**src/rtl/mem_port_arbiter.sv**
```systemverilog
// mem_port_arbiter: shares one single-port memory bus between fetch and load/store,
// alternating priority on contention and bounding each transfer with a timeout.
module mem_port_arbiter #(
    parameter int ADDR_W   = 32,
    parameter int DATA_W   = 32,
    parameter int MAX_WAIT = 15
) (
    input  logic                clk,
    input  logic                rst,
    input  logic                if_req,
    input  logic [ADDR_W-1:0]   if_addr,
    output logic [DATA_W-1:0]   if_rdata,
    output logic                if_ack,
    input  logic                dm_req,
    input  logic                dm_we,
    input  logic [DATA_W/8-1:0] dm_be,
    input  logic [ADDR_W-1:0]   dm_addr,
    input  logic [DATA_W-1:0]   dm_wdata,
    output logic [DATA_W-1:0]   dm_rdata,
    output logic                dm_ack,
    output logic                stall_if,
    output logic                stall_mem,
    output logic                mem_valid,
    output logic                mem_we,
    output logic [DATA_W/8-1:0] mem_be,
    output logic [ADDR_W-1:0]   mem_addr,
    output logic [DATA_W-1:0]   mem_wdata,
    input  logic                mem_ready,
    input  logic [DATA_W-1:0]   mem_rdata,
    output logic                bus_err
);
    localparam int BE_W = DATA_W / 8;
    localparam int CW   = $clog2(MAX_WAIT + 1);

    typedef enum logic [1:0] {IDLE, XFER, RESP} state_t;

    state_t              state_q, state_d;
    logic                last_dm_q, last_dm_d;
    logic [CW-1:0]       wait_cnt_q, wait_cnt_d;
    logic                mem_valid_q, mem_valid_d;
    logic                mem_we_q, mem_we_d;
    logic [BE_W-1:0]     mem_be_q, mem_be_d;
    logic [ADDR_W-1:0]   mem_addr_q, mem_addr_d;
    logic [DATA_W-1:0]   mem_wdata_q, mem_wdata_d;
    logic [DATA_W-1:0]   if_rdata_q, if_rdata_d;
    logic [DATA_W-1:0]   dm_rdata_q, dm_rdata_d;
    logic                bus_err_q, bus_err_d;

    always_comb begin
        state_d     = state_q;
        last_dm_d   = last_dm_q;
        wait_cnt_d  = wait_cnt_q;
        mem_valid_d = mem_valid_q;
        mem_we_d    = mem_we_q;
        mem_be_d    = mem_be_q;
        mem_addr_d  = mem_addr_q;
        mem_wdata_d = mem_wdata_q;
        if_rdata_d  = if_rdata_q;
        dm_rdata_d  = dm_rdata_q;
        bus_err_d   = bus_err_q;
        case (state_q)
            IDLE: if (if_req || dm_req) begin
                // last_dm doubles as the owner of the current transfer
                last_dm_d   = dm_req & ~(if_req & last_dm_q);
                mem_valid_d = 1'b1;
                mem_we_d    = last_dm_d & dm_we;
                mem_be_d    = last_dm_d ? dm_be : '1;
                mem_addr_d  = last_dm_d ? dm_addr : if_addr;
                mem_wdata_d = last_dm_d ? dm_wdata : '0;
                state_d     = XFER;
            end
            XFER: if (mem_ready) begin
                mem_valid_d = 1'b0;
                if_rdata_d  = last_dm_q ? if_rdata_q : mem_rdata;
                dm_rdata_d  = last_dm_q ? mem_rdata : dm_rdata_q;
                state_d     = RESP;
            end else begin
                wait_cnt_d = wait_cnt_q + 1'b1;
                if (wait_cnt_d == CW'(MAX_WAIT)) begin
                    mem_valid_d = 1'b0;
                    bus_err_d   = 1'b1;
                    if_rdata_d  = last_dm_q ? if_rdata_q : '0;
                    dm_rdata_d  = last_dm_q ? '0 : dm_rdata_q;
                    state_d     = RESP;
                end
            end
            RESP: begin
                wait_cnt_d = '0;
                state_d    = IDLE;
            end
            default: state_d = IDLE;
        endcase
    end

    always_ff @(posedge clk or negedge rst) begin
        if (!rst) begin
            state_q     <= IDLE;
            last_dm_q   <= 1'b0;
            wait_cnt_q  <= '0;
            mem_valid_q <= 1'b0;
            mem_we_q    <= 1'b0;
            mem_be_q    <= '0;
            mem_addr_q  <= '0;
            mem_wdata_q <= '0;
            if_rdata_q  <= '0;
            dm_rdata_q  <= '0;
            bus_err_q   <= 1'b0;
        end else begin
            state_q     <= state_d;
            last_dm_q   <= last_dm_d;
            wait_cnt_q  <= wait_cnt_d;
            mem_valid_q <= mem_valid_d;
            mem_we_q    <= mem_we_d;
            mem_be_q    <= mem_be_d;
            mem_addr_q  <= mem_addr_d;
            mem_wdata_q <= mem_wdata_d;
            if_rdata_q  <= if_rdata_d;
            dm_rdata_q  <= dm_rdata_d;
            bus_err_q   <= bus_err_d;
        end
    end

    assign if_ack    = (state_q == RESP) & ~last_dm_q;
    assign dm_ack    = (state_q == RESP) & last_dm_q;
    assign stall_if  = if_req & ~if_ack;
    assign stall_mem = dm_req & ~dm_ack;
    assign mem_valid = mem_valid_q;
    assign mem_we    = mem_we_q;
    assign mem_be    = mem_be_q;
    assign mem_addr  = mem_addr_q;
    assign mem_wdata = mem_wdata_q;
    assign if_rdata  = if_rdata_q;
    assign dm_rdata  = dm_rdata_q;
    assign bus_err   = bus_err_q;
endmodule

```
**config.mk**
```make
export PLATFORM = sky130hd
export DESIGN_NAME = mem_port_arbiter
export DESIGN_NICKNAME = d
export VERILOG_FILES = /design/src/rtl/mem_port_arbiter.sv
export SDC_FILE = /design/constraint.sdc
export NUM_CORES = 1
export LEC_CHECK = 0
export BUFFER_PORTS_ARGS = -buffer_cell sky130_fd_sc_hd__buf_2
export CORE_MARGIN = 3
export CORE_UTILIZATION = 45
export CTS_CLUSTER_SIZE = 30
export DETAILED_ROUTE_END_ITERATION = 7
export PLACE_DENSITY_LB_ADDON = 0.3
export SETUP_SLACK_MARGIN = 0.05
export SYNTH_ARGS = -nofsm -noshare
export SYNTH_HDL_FRONTEND = slang
export SYNTH_SLANG_ARGS = --single-unit
export TNS_END_PERCENT = 30
```
**constraint.sdc**
```tcl
create_clock -name clk -period 1.95 [get_ports clk]
set_clock_uncertainty 0.05 [all_clocks]
set_input_delay 0.2925 -clock clk [delete_from_list [all_inputs] [get_ports clk]]
set_output_delay 0.2925 -clock clk [all_outputs]
set_load 0.02 [all_outputs]
```
# Word level (Yosys, flattened, before mapping)
# Cells that the tools add are included.
# totals
rom_bits,0
ramBits,0
output_inout_bits,139
ff_bits,142
latchBits,0
in_bits,138
memories,0
wordCells,63
# classes
addsub,1
n_mux,21
n_eq_ne,6
reduce_logical,12
mul,0
bitwise,12
n_div,0
order_cmp,0
shift,0
# ops
op,count
2-to-1 mux 32 bit,10
AND reduction 3 bit,4
2-to-1 mux 4 bit,2
one-hot mux 4 bit (2 select lines),1
AND 1 bit,7
2-to-1 mux 2 bit,3
AND reduction 2 bit,3
nonzero test 2 bit,3
NOT 1 bit,5
"adder 4 x 1 -> 4 bit, second input constant",1
"== test 4 bit, second input constant",1
"inequality test 2 bit, second input constant",2
one-hot mux 2 bit (2 select lines),1
2-to-1 mux 1 bit,3
"inequality test 3 bit, second input constant",1
"== test 2 x 1 -> 1 bit, second input constant",1
"== test 2 bit, second input constant",1
logical NOT 2 bit,1
one-hot mux 1 bit (2 select lines),1
logical OR 1 bit,1

# Longest topological paths before layout
# Gate-level depths: netlist of run 1.
# depth
ltp_word,5
mapped_depth,7
depth_no_buf,6

# Worst setup path after synthesis of run 1
# Ideal clock, no wire load.
# synth_path
path_kind,register -> register
from,register wait_cnt_q[0]
to,register dm_rdata_q[10] (netlist: dm_rdata[10])
path_buffers,1
slack_ns,0.146
t_required_ns,1.779
path_stages_with_launch,8
arrival_time_ns,1.633
setup_ns,0.121
period_less_slack_ns,1.804
cell_sequence,dfrtp_1 > inv_1 > ha_1 > nand2_1 > a2111oi_0 > nor2_1 > buf_2 > a22o_1
# synth_between
elab_chain_len,4
# synth_rtl
element,line_no,source
"start, declared",39,"logic [CW-1:0] wait_cnt_q, wait_cnt_d;"
"start signal, assigned",111,wait_cnt_q <= wait_cnt_d;
adder 4 x 1 -> 4 bit,78,wait_cnt_d = wait_cnt_q + 1'b1;
== test 4 bit,79,if (wait_cnt_d == CW'(MAX_WAIT)) begin
nonzero test 2 bit (no line),--,
AND reduction 3 bit (no line),--,
"end signal, assigned",118,dm_rdata_q <= dm_rdata_d;
"end, declared",46,"logic [DATA_W-1:0] dm_rdata_q, dm_rdata_d;"
# Every way passes these cells.
# A chain may end at the register's enable or synchronous reset.

# Final worst setup path of run 1
# layout_path
from,register state_q[1]
to,register dm_rdata_q[17] (netlist: dm_rdata[17])
# layout_between
elab_chain_len,2
# layout_rtl
element,line_no,source
"start, declared",37,"state_t state_q, state_d;"
"start signal, assigned",109,state_q <= state_d;
== test 2 x 1 -> 1 bit,61,case (state_q)
AND reduction 3 bit (no line),--,
# Every way passes these cells.

==> summary.md, run 1 <==
| Metric | Value |
|---|---|
| Net total in the final layout | roughly 860 |
| Share of final-layout standard cells stronger than drive strength 1 | 48.1% |
| Achievable Freq | roughly 540 MHz |
| Cell Area, Synth | roughly 5600 µm² |
| Final HPWL DP | about 12 mm |
| CTS H-tree depth | 4 |
| Final Wtd Congestion | 0.812 |
| Instance count after placement with tap cells included | a little under 900 |
| Area used by multi-input combinational logic | between 1500 and 2000 µm² |
| Path type of the worst setup path | reg -> reg |
| Sequential cell area in the final layout | between 3000 and 4000 µm² |
| Power per cell area | between 1500 and 2000 nW/µm² |
| Pin count of the biggest net entering global routing | 70 |
| Wire length on met2 | between 8 and 9 mm |
| Register area share after synthesis | between 60% and 70% |
| Initial drt markers | between 200 and 250 |
| Number of antenna cells inserted | 0 |
| Unrepaired setup endpoints after global routing | yes |
| Clk pin slew, worst setup/hold paths | 0.06 ns |
| Worst Setup Start Kind | register |
| Max Cap Viol | 0 |
| Insertion delay of the later-clocked pin in the worst-skew pair | a little over 0.4 ns |
| Gr ovfl total | 0 |
| Synthesis-to-layout area growth | 42.6% |
| Yosys warns | 0 |
| Global router's overall resource usage | about a quarter |
| Syn Inst Count | between 400 and 500 |
| Most frequent standard cell in the layout excluding fill and tap cells | sky130_fd_sc_hd__buf_2 |
| Quantity of I/O buffers inserted on ports | between 200 and 300 |
| Root buf cell | sky130_fd_sc_hd__clkbuf_16 |
| Reg-to-Reg End | dm_rdata[17] |
| Horiz. Die Dim | roughly 120 µm |
| Cell Rows | 40 |
| Filler cells | approximately 930 |
| Endpoint required time on the critical path | 2.19 ns |
| Max IR drop VDD | roughly 0.84 mV |
| Worst reg2reg setup slack | ~0.083 ns |
| Mean number of vias per cell | 5.21 |
| First-pass GRT wire length | around 25 mm |
| Outcome | finished clean |
| Count of final hold-check violations | 0 |
| Endpoint type of the worst setup path | register |
| Core area | 12100 µm² |
| Number of clock sinks | around 140 |
| Share of Yosys cell area claimed by the top area cell type | a little under two thirds |
| Vias in the first global route | between 4000 and 5000 |
| Static leakage | approximately 4.2 nW |
| Count of unresolved DRC violations after routing | 0 |
| Time the worst path needs with I/O delays and setup | about 1.9 ns |
| Setup crit end | dm_rdata[17] |
| Routed wire length per instance | about 18 µm |
| Startpoint of the worst register-to-register path | state_q[1] |
| Cell depth of the worst flop-to-flop path | 6 |
| Final ANT Viol Nets | 0 |
| Antenna violations before repair | 0 |
| Worst min-delay path category | in -> reg |
| Critical path data arrival time | about 2.1 ns |
| Count of final setup violators | 0 |
| Overall Power | ~14 mW |
| Floorplan die area | roughly 14000 µm² |
| Cell type with the highest aggregate area in the netlist | sky130_fd_sc_hd__dfrtp_1 |
| Post-synth net total | 572 |
| Amount of wire on met3 after detailed routing | approximately 1.3 mm |
| TritonCTS clock tree | built |
| Critical Path Source | state_q[1] |
| Initial Util | between 40% and 50% |
| Buffers from clock root to sink, at most | 2 |
| Avg Inst Size Synth | 12.9 µm² |
| First-pass iteration count of the detailed router | 4 |
| Biggest area contributors in the synthesized netlist | sky130_fd_sc_hd__dfrtp_1 (64%), sky130_fd_sc_hd__a22o_1 (15%), sky130_fd_sc_hd__mux2i_1 (5.9%) |
| Detailed-routing wirelength on met1 | slightly above 6 mm |
| Share of synthesized registers carrying an async set or reset | 100% |
| Wire length reported by the detailed router | 16.0 mm |
| Fin. max-slew vios | 0 |
| Floorplan die height | approximately 120 µm |
| Synth Flop Type | sky130_fd_sc_hd__dfrtp_1 |
| Worst-Margin Slew | roughly 0.49 ns |
| FF+latch count, synth | ~140 |
| Max-slew headroom | 67.5% |
| Non-filler instance count after layout | around 900 |
| Number of synthesized flops with an enable pin | 0 |
| Via Count | 4700 |
| Most used cells in the layout excluding fill and tap cells | sky130_fd_sc_hd__buf_2 (274), sky130_fd_sc_hd__dfrtp_1 (139), sky130_fd_sc_hd__a22o_1 (95) |
| Num CTS Buffers | 17 |
| Number of distinct library cells after synthesis | 40 |
| Top routing layer in use | met4 |
| Part of the cycle the worst path needs | 95.7% |
| Count of boundary I/O pins | 277 |
| Maximum fanout count along the critical path | 16 |
[report_power, final]
group / internal, mW / switching [mW]
sequential: 4.26 / 0.785
clock: 1.96 / 1.24
combinational: 2.36 / 3.63
[critical path, cell delays in order (launching register included)]
cell and delay, ns:
sky130_fd_sc_hd__dfrtp_1 0.41, sky130_fd_sc_hd__nand3b_1 0.24, sky130_fd_sc_hd__buf_4 0.18, sky130_fd_sc_hd__a2111oi_2 0.35, sky130_fd_sc_hd__nor2_2 0.10, sky130_fd_sc_hd__buf_4 0.21
sky130_fd_sc_hd__a22o_1 0.20
[Yosys cell counts (all sizes together) (2+ instances only)]
cell and instances:
o22a 4, nand3b 2, nor2b 3, clkbuf 14, o21ai 36, nand2 39, mux2i 33, a21oi 3
buf 17, dfrtp 142, inv 4, ha 2, nand4b 2, a2111oi 2, a21boi 2, a22oi 2
a22o 97, nor2 12
[sequential cells by signal, summed over array words and instances (netlist names), 2 cells and up]
name	flops
mem_be	4
mem_addr	32
wait_cnt_q	4
if_rdata	32
state_q	2
mem_wdata	32
dm_rdata	32
[worst min-delay path by stage]
stage / startpoint / to / slack (ns) / cells past startpoint
after floorplan: rst / bus_err / -0.05 / 0
after global placement: rst / if_rdata[17] / 0.18 / 1
after CTS: dm_wdata[17] / mem_wdata[17] / 0.02 / 2
after global routing: dm_wdata[11] / mem_wdata[11] / 0.03 / 2
after detailed placement: rst / if_rdata[17] / 0.19 / 1
final: dm_wdata[11] / mem_wdata[11] / 0.04 / 2
[metrics by stage]
stage	worst slack (ns)	instance area [µm²]	hold WS, ns	setup TNS [ns]	util [%]
finish	0.0833	7980	0.0436	0	66.1
global route	-0.0361	7980	0.0274	-0.463	66.1
CTS	0.0113	7940	0.0219	0	65.8
detailed placement	-0.0449	7320	0.187	-0.836	60.7
global placement	0.00282	7320	0.178	0	60.7
floorplan	0.146	5590	-0.0531	0	-
[metal layers]
metal | vias to the layer above | track usage, %
met5 | - | 0
met4 | 0 | 8.86
met3 | 20 | 7.11
met2 | 244 | 39.6
met1 | 2252 | 28.0
li1 | 2184 | -
[timing repair]
| action | 4_1_cts | 5_1_grt |
|---|---|---|
| pin swaps | 1 | 2 |
| endpoints found under the hold margin | 40 | 0 |
| endpoints found under the setup margin | 36 | 70 |
| resized for setup | 5 | 10 |
| buffers inserted | 0 | 2 |
| hold buffers | 1 | 0 |
[final cells by class]
type	count	share of cell area (%)
flip-flops and latches	142	44.6
multi-input cells	254	24.2
repair buffers	301	20.9
clock buffers	20	5.72
well taps	168	2.63
clock inverters	12	1.71
inverters	5	0.267
[logic make-up (layout without fill, tap and decap cells)]
kind of cell	count (synthesis)	in the layout	synth area share [%]
simple gates	64	64	5.17
flops	142	142	63.5
buf+inv	36	338	3.11
fa+ha+maj	2	2	0.447
mux	33	33	5.91
compound gates	155	155	21.8
No activity file was read; power rests on OpenSTA's default activity.
==> run 2: changes to the inputs <==
==> constraint.sdc (replaced) <==
create_clock -name clk -period 2.18 [get_ports clk]
set_clock_uncertainty 0.05 [all_clocks]
set_input_delay 0.327 -clock clk [delete_from_list [all_inputs] [get_ports clk]]
set_output_delay 0.327 -clock clk [all_outputs]
set_load 0.02 [all_outputs]
==> run 2 against run 1 <==
  * Clock power shrank 15%
  * Final area decreased by 2.4%
  * Global-route usage fell by 1.5 points
  * Register-to-register slack better by 0.13 ns
  * Critical path depth decreased by 2
  * Critical path type is now reg -> out
  * Cell count fell by 1.3%
  * Sequential power shrank 10%
  * Sequential share of layout area up 1.0 points
  * Combinational power fell by 14%
==> summary.md, run 2 (synthesized netlist as in run 1, its figures left out) <==
| Metric | Value |
|---|---|
| Outcome | finished clean |
| Part of the cycle the worst path needs | between 90% and 100% |
| Critical Path Source | state_q[0] |
| Time the worst path needs with I/O delays and setup | about 2 ns |
| Cell depth of the worst flop-to-flop path | 5 |
| Internal power | 7.31 mW |
| Pin count of the biggest net entering global routing | 100 |
| Static leakage | ~4.2 nW |
| Max-slew headroom | a little under three quarters |
| Clk pin slew, worst setup/hold paths | 0.07 ns |
| Floorplan die height | 117 µm |
| Most frequent standard cell in the layout excluding fill and tap cells | sky130_fd_sc_hd__buf_2 |
| Cell Chain, Critical Path | clkinvlp_4 > and3_1 > nor2b_1 > buf_2 |
| WHS Path Cells | 2 |
| Mean number of vias per cell | 5.21 |
| Unrepaired setup endpoints after global routing | yes |
| Worst Setup Start Kind | register |
| Achievable Freq | approximately 500 MHz |
| Cell Rows | 40 |
| Max Cap Viol | 0 |
| First-pass GRT wire length | 24.2 mm |
| Count of boundary I/O pins | 277 |
| Num CTS Buffers | 17 |
| Switching Fraction | roughly 41% |
| Global router's overall resource usage | a little over a fifth |
| Portion of total power attributed to combinational logic | between 40% and 50% |
| Final ANT Viol Nets | 0 |
| Critical path data arrival time | 1.62 ns |
| Share of final-layout standard cells stronger than drive strength 1 | 46.1% |
| Clock power share | between 20% and 30% |
| Largest incremental delay on the critical path | ~0.47 ns |
| TritonCTS clock tree | built |
| Worst-Margin Slew | between 0.4 and 0.5 ns |
| Synthesis-to-layout area growth | 39.3% |
| Sequential Power Share | approximately 37% |
| Core area | ~12000 µm² |
| Power per cell area | around 1600 nW/µm² |
| Routed wire length per instance | between 15 and 20 µm |
| Reg-to-Reg End | if_rdata[0] |
| Share of the core filled with cells | between 60 and 70% |
| Max IR drop VDD | roughly 0.60 mV |
| Vias in the first global route | 4711 |
| Worst reg2reg setup slack | 0.21 ns |
| Final Wtd Congestion | about 0.87 |
| Final HPWL DP | approximately 11 mm |
| Count of final setup violators | 0 |
| Setup tns final | 0 ns |
| Overall Power | around 12 mW |
| Setup crit end | stall_mem |
| Net load switching power | roughly 5.0 mW |
| Endpoint type of the worst setup path | primary output |
| Quantity of I/O buffers inserted on ports | 276 |
| Path type of the worst setup path | reg -> out |
| Root buf cell | sky130_fd_sc_hd__clkbuf_16 |
| Critical Path Slowest Stage Cell | sky130_fd_sc_hd__dfrtp_1 |
| Most used cells in the layout excluding fill and tap cells | sky130_fd_sc_hd__buf_2 (275), sky130_fd_sc_hd__dfrtp_1 (142), sky130_fd_sc_hd__a22o_1 (95) |
| CTS H-tree depth | 4 |
| Post-place instance area | just over 7000 µm² |
| Count of unresolved DRC violations after routing | 0 |
| Antenna violations before repair | 0 |
| Startpoint of the worst register-to-register path | state_q[1] |
| Count of final hold-check violations | 0 |
| Fin. max-slew vios | 0 |
| Initial Util | 46.4% |
| Number of antenna cells inserted | 0 |
| Horiz. Die Dim | between 100 and 150 µm |
| Number of clock sinks | 142 |
| Post-route design area | between 7000 and 8000 µm² |
| Via Count | 4639 |
| Endpoint required time on the critical path | approximately 1.8 ns |
| Wire length reported by the detailed router | ~15 mm |
| Buffers from clock root to sink, at most | 2 |
| Gr ovfl total | 0 |
| First-pass iteration count of the detailed router | 4 |
| Maximum fanout count along the critical path | 9 |
| Initial drt markers | slightly below 400 |
| Worst min-delay path category | in -> reg |
| Net total in the final layout | 849 |
| Insertion delay of the later-clocked pin in the worst-skew pair | ~0.41 ns |
| Floorplan die area | ~14000 µm² |
-- run 2: cell count changes in the layout (fill, tap and decap cells not counted), sizes merged --
cell | previous run | this run
buf | 300 | 288
bufinv | 2 | 0
clkbuf | 20 | 18
clkinv | 2 | 4
clkinvlp | 6 | 4
inv | 7 | 11
-- run 2: worst min path at each step --
stage | startpoint | endpoint | slack (ns)
2_1_floorplan | rst | bus_err | -0.02
3_3_place_gp | rst | dm_rdata[11] | 0.20
3_5_place_dp | rst | dm_rdata[19] | 0.20
4_1_cts | dm_wdata[25] | mem_wdata[25] | 0.06
5_1_grt | dm_wdata[3] | mem_wdata[3] | 0.07
6_report | dm_wdata[3] | mem_wdata[3] | 0.08
-- run 2: timing repair --
| action | in CTS | in global routing |
|---|---|---|
| setup buffers | 0 | 0 |
| endpoints found under the setup margin | 0 | 33 |
| hold buffers | 1 | 0 |
| endpoints found under the hold margin | 36 | 0 |
| gates resized for setup | 0 | 3 |
-- run 2: layout make-up --
class                           instances  area, µm²
Clock buffer                           18        439
Clock inverter                         14        124
Fill cell                             941       4270
Inverter                                5       22.5
Multi-Input combinational cell        254       1900
Sequential cell                       142       3550
Tap cell                              168        210
Timing Repair Buffer                  289       1540
-- run 2: power groups by stage --
stage | clock network (mW) | registers, mW | logic, mW
2_1_floorplan | 0 | 5.82 | 1.91
3_3_place_gp | 0 | 4.50 | 5.03
3_5_place_dp | 0 | 4.52 | 5.17
4_1_cts | 2.78 | 4.52 | 5.17
5_1_grt | 2.90 | 4.68 | 5.49
6_report | 2.72 | 4.52 | 5.12
-- run 2: metal layers --
layer	global-route usage, %	wire [µm]
met5	0	0
met4	6.59	237
met3	6.78	1260
met2	37.4	7630
met1	26.6	6060
-- run 2: worst max-delay path, delay by kind of cell (launching register included) --
| kind | cells | cell delay [ns] |
|---|---|---|
| buffers and inverters | 2 | 0.39 |
| and+or+nand+nor | 2 | 0.35 |
| DFF | 1 | 0.47 |
-- run 2: stage by stage --
stage / worst slack [ns] / instances / hold slack [ns]
after floorplan: 0.371 / 432 / -0.0186
after global placement: 0.237 / 857 / 0.195
after detailed placement: 0.148 / 857 / 0.201
after CTS: 0.136 / 890 / 0.0618
after global routing: 0.0397 / 890 / 0.0671
final: 0.181 / 890 / 0.0803
==> run 3: changes to the inputs <==
--- a/config.mk
+++ b/config.mk
@@ -6,7 +6,6 @@
 export NUM_CORES = 1
 export LEC_CHECK = 0
 export BUFFER_PORTS_ARGS = -buffer_cell sky130_fd_sc_hd__buf_2
-export CORE_MARGIN = 3
 export CORE_UTILIZATION = 45
 export CTS_CLUSTER_SIZE = 30
 export DETAILED_ROUTE_END_ITERATION = 7
==> run 3 against run 2 <==
  * Global-route usage rose by 2.9 points
  * Critical path depth rose by 1
  * Count of clock-buffer cells in the layout rose by 2
  * First-iteration DRC count fell by 3.8%
  * Wire length rose by 0.21%
  * Register-to-register slack got worse by 0.07 ns
  * Total power rose by 1.2%
  * Final area rose by 0.79%
  * Setup slack got worse by 0.040 ns
  * Sequential share of layout area fell by 0.36 points
  * Clock power rose by 4%
  * Maximum frequency fell by 2.0%
==> summary.md, run 3 (synthesized netlist as in run 1, its figures left out) <==
| Metric | Value |
|---|---|
| Outcome | finished clean |
| Filler cells | around 970 |
| Count of boundary I/O pins | ~280 |
| Share of final-layout standard cells stronger than drive strength 1 | between 40% and 50% |
| Worst min-delay path category | in -> reg |
| Setup tns final | 0 ns |
| Internal power | 7.54 mW |
| Global router's overall resource usage | between 20% and 30% |
| Final HPWL DP | 11.3 mm |
| Number of antenna cells inserted | 0 |
| Cell Rows | 40 |
| Sequential Power Share | 36.0% |
| Time the worst path needs with I/O delays and setup | between 2 and 2.5 ns |
| Area used by multi-input combinational logic | between 1500 and 2000 µm² |
| Antenna violations before repair | 1 |
| Floorplan die height | ~110 µm |
| First-pass iteration count of the detailed router | 4 |
| Part of the cycle the worst path needs | between 90% and 100% |
| Final ANT Viol Nets | 0 |
| TritonCTS clock tree | built |
| Endpoint type of the worst setup path | register |
| Post-Route Hold Slack | roughly 0.073 ns |
| Startpoint of the worst register-to-register path | state_q[0] |
| Worst reg2reg setup slack | approximately 0.14 ns |
| Switching Fraction | 39.7% |
| Initial drt markers | 376 |
| Vias in the first global route | 4790 |
| Gr ovfl total | 0 |
| Worst Setup Start Kind | register |
| First-pass GRT wire length | roughly 24 mm |
| Worst Hold Launch | dm_wdata[29] |
| Count of final setup violators | 0 |
| Sequential cell area in the final layout | 3550 µm² |
| Mean number of vias per cell | 5.29 |
| Clk pin slew, worst setup/hold paths | around 0.06 ns |
| Gr busiest metal | met2 |
| Max-slew headroom | between 60% and 70% |
| Unrepaired setup endpoints after global routing | no |
| Count of unresolved DRC violations after routing | 0 |
| Num CTS Buffers | 17 |
| Wire length reported by the detailed router | between 15 and 20 mm |
| Overall Power | approximately 13 mW |
| Most frequent standard cell in the layout excluding fill and tap cells | sky130_fd_sc_hd__buf_2 |
| Net load switching power | around 5 mW |
| Portion of total power attributed to combinational logic | roughly two fifths |
| Achievable Freq | a little under 500 MHz |
| Floorplan die area | 12900 µm² |
| Most used cells in the layout excluding fill and tap cells | sky130_fd_sc_hd__buf_2 (275), sky130_fd_sc_hd__dfrtp_1 (142), sky130_fd_sc_hd__a22o_1 (95) |
| Pin count of the biggest net entering global routing | 60 |
| Net total in the final layout | 855 |
| Via Count | about 4700 |
| WHS Path Cells | 2 |
| Power per cell area | between 1500 and 2000 nW/µm² |
| Count of final hold-check violations | 0 |
| Max Cap Viol | 0 |
| Final Wtd Congestion | approximately 0.85 |
| Quantity of I/O buffers inserted on ports | 276 |
| Buffers from clock root to sink, at most | 2 |
| Horiz. Die Dim | around 110 µm |
| Critical path data arrival time | approximately 2.3 ns |
| Initial Util | approximately 46% |
| Fin. max-slew vios | 0 |
| Insertion delay of the later-clocked pin in the worst-skew pair | roughly 0.41 ns |
| Worst Slack Setup Final | approximately 0.14 ns |
| Synthesis-to-layout area growth | 40.4% |
| Root buf cell | sky130_fd_sc_hd__clkbuf_16 |
| Global-route met3 utilization | ~6.7% |
| Clock power share | 22.7% |
| Post-Place Worst Slack | around 0.15 ns |
| Cell depth of the worst flop-to-flop path | 5 |
| Maximum fanout count along the critical path | 32 |
| Worst-Margin Slew | between 0.4 and 0.5 ns |
| Routed wire length per instance | 17.0 µm |
| Path type of the worst setup path | reg -> reg |
| Endpoint required time on the critical path | between 2 and 2.5 ns |
| Met2 track demand over resource | about 42% |
| Reg-to-Reg End | if_rdata[31] |
| Max IR drop VDD | 0.685 mV |
| GR Util met1 | 30.0% |
| CTS H-tree depth | 4 |
| Number of clock sinks | approximately 140 |
| Endpoint of the worst hold path | mem_wdata[29] |
| Core area | 12100 µm² |
| Static leakage | 4.20 nW |
-- run 3: stage by stage --
step	utilization [%]	instance area [µm²]	std cells
3_5_place_dp	59.9	7230	862
5_1_grt	65.1	7850	896
3_3_place_gp	59.9	7230	862
6_report	65.1	7850	896
2_1_floorplan	-	5590	432
4_1_cts	64.9	7830	895
-- run 3: final cells by class --
type,instances,area share [%]
multi-input combinational,254,24.2
tap,168,2.68
sequential,142,45.3
clock inverter,12,1.72
timing repair buffer,295,20.0
inverter,5,0.287
clock buffer,20,5.82
-- run 3: critical path, cell delays in order (launching register included) --
cell and delay (ns):
sky130_fd_sc_hd__dfrtp_1 0.48, sky130_fd_sc_hd__or3b_4 0.45, sky130_fd_sc_hd__a2111oi_4 0.36, sky130_fd_sc_hd__nor2_2 0.07, sky130_fd_sc_hd__buf_4 0.25, sky130_fd_sc_hd__a22o_2 0.25
-- run 3: timing repair --
| item | in CTS | in global routing |
|---|---|---|
| endpoints found under the setup margin | 0 | 33 |
| hold endpoints to repair | 42 | 0 |
| hold buffers | 1 | 0 |
| gates resized for setup | 0 | 3 |
| buffers inserted | 0 | 1 |
-- run 3: how the worst max path moves through the flow --
stage	slack, ns	start	cells past startpoint	to
after floorplan	0.37	state_q[1]	3	stall_if
after global placement	0.23	wait_cnt_q[0]	7	dm_rdata[16]
after detailed placement	0.15	wait_cnt_q[0]	7	dm_rdata[10]
after CTS	0.11	state_q[0]	4	stall_mem
after global routing	0.08	state_q[0]	5	if_rdata[31]
final	0.14	state_q[0]	5	if_rdata[31]
-- run 3: metal layers --
| layer | up-vias | wire length, µm |
|---|---|---|
| li1 | 2172 | - |
| met1 | 2298 | 6100 |
| met2 | 245 | 7680 |
| met3 | 27 | 1110 |
| met4 | 2 | 310 |
| met5 | - | 13 |
-- run 3: power groups by stage --
stage          logic (mW)  clock network [mW]  registers, mW
4_1_cts              5.20                2.90           4.49
5_1_grt              5.58                3.01           4.63
3_3_place_gp         5.04                   0           4.48
6_report             5.16                2.84           4.51
2_1_floorplan        1.91                   0           5.82
3_5_place_dp         5.20                   0           4.50
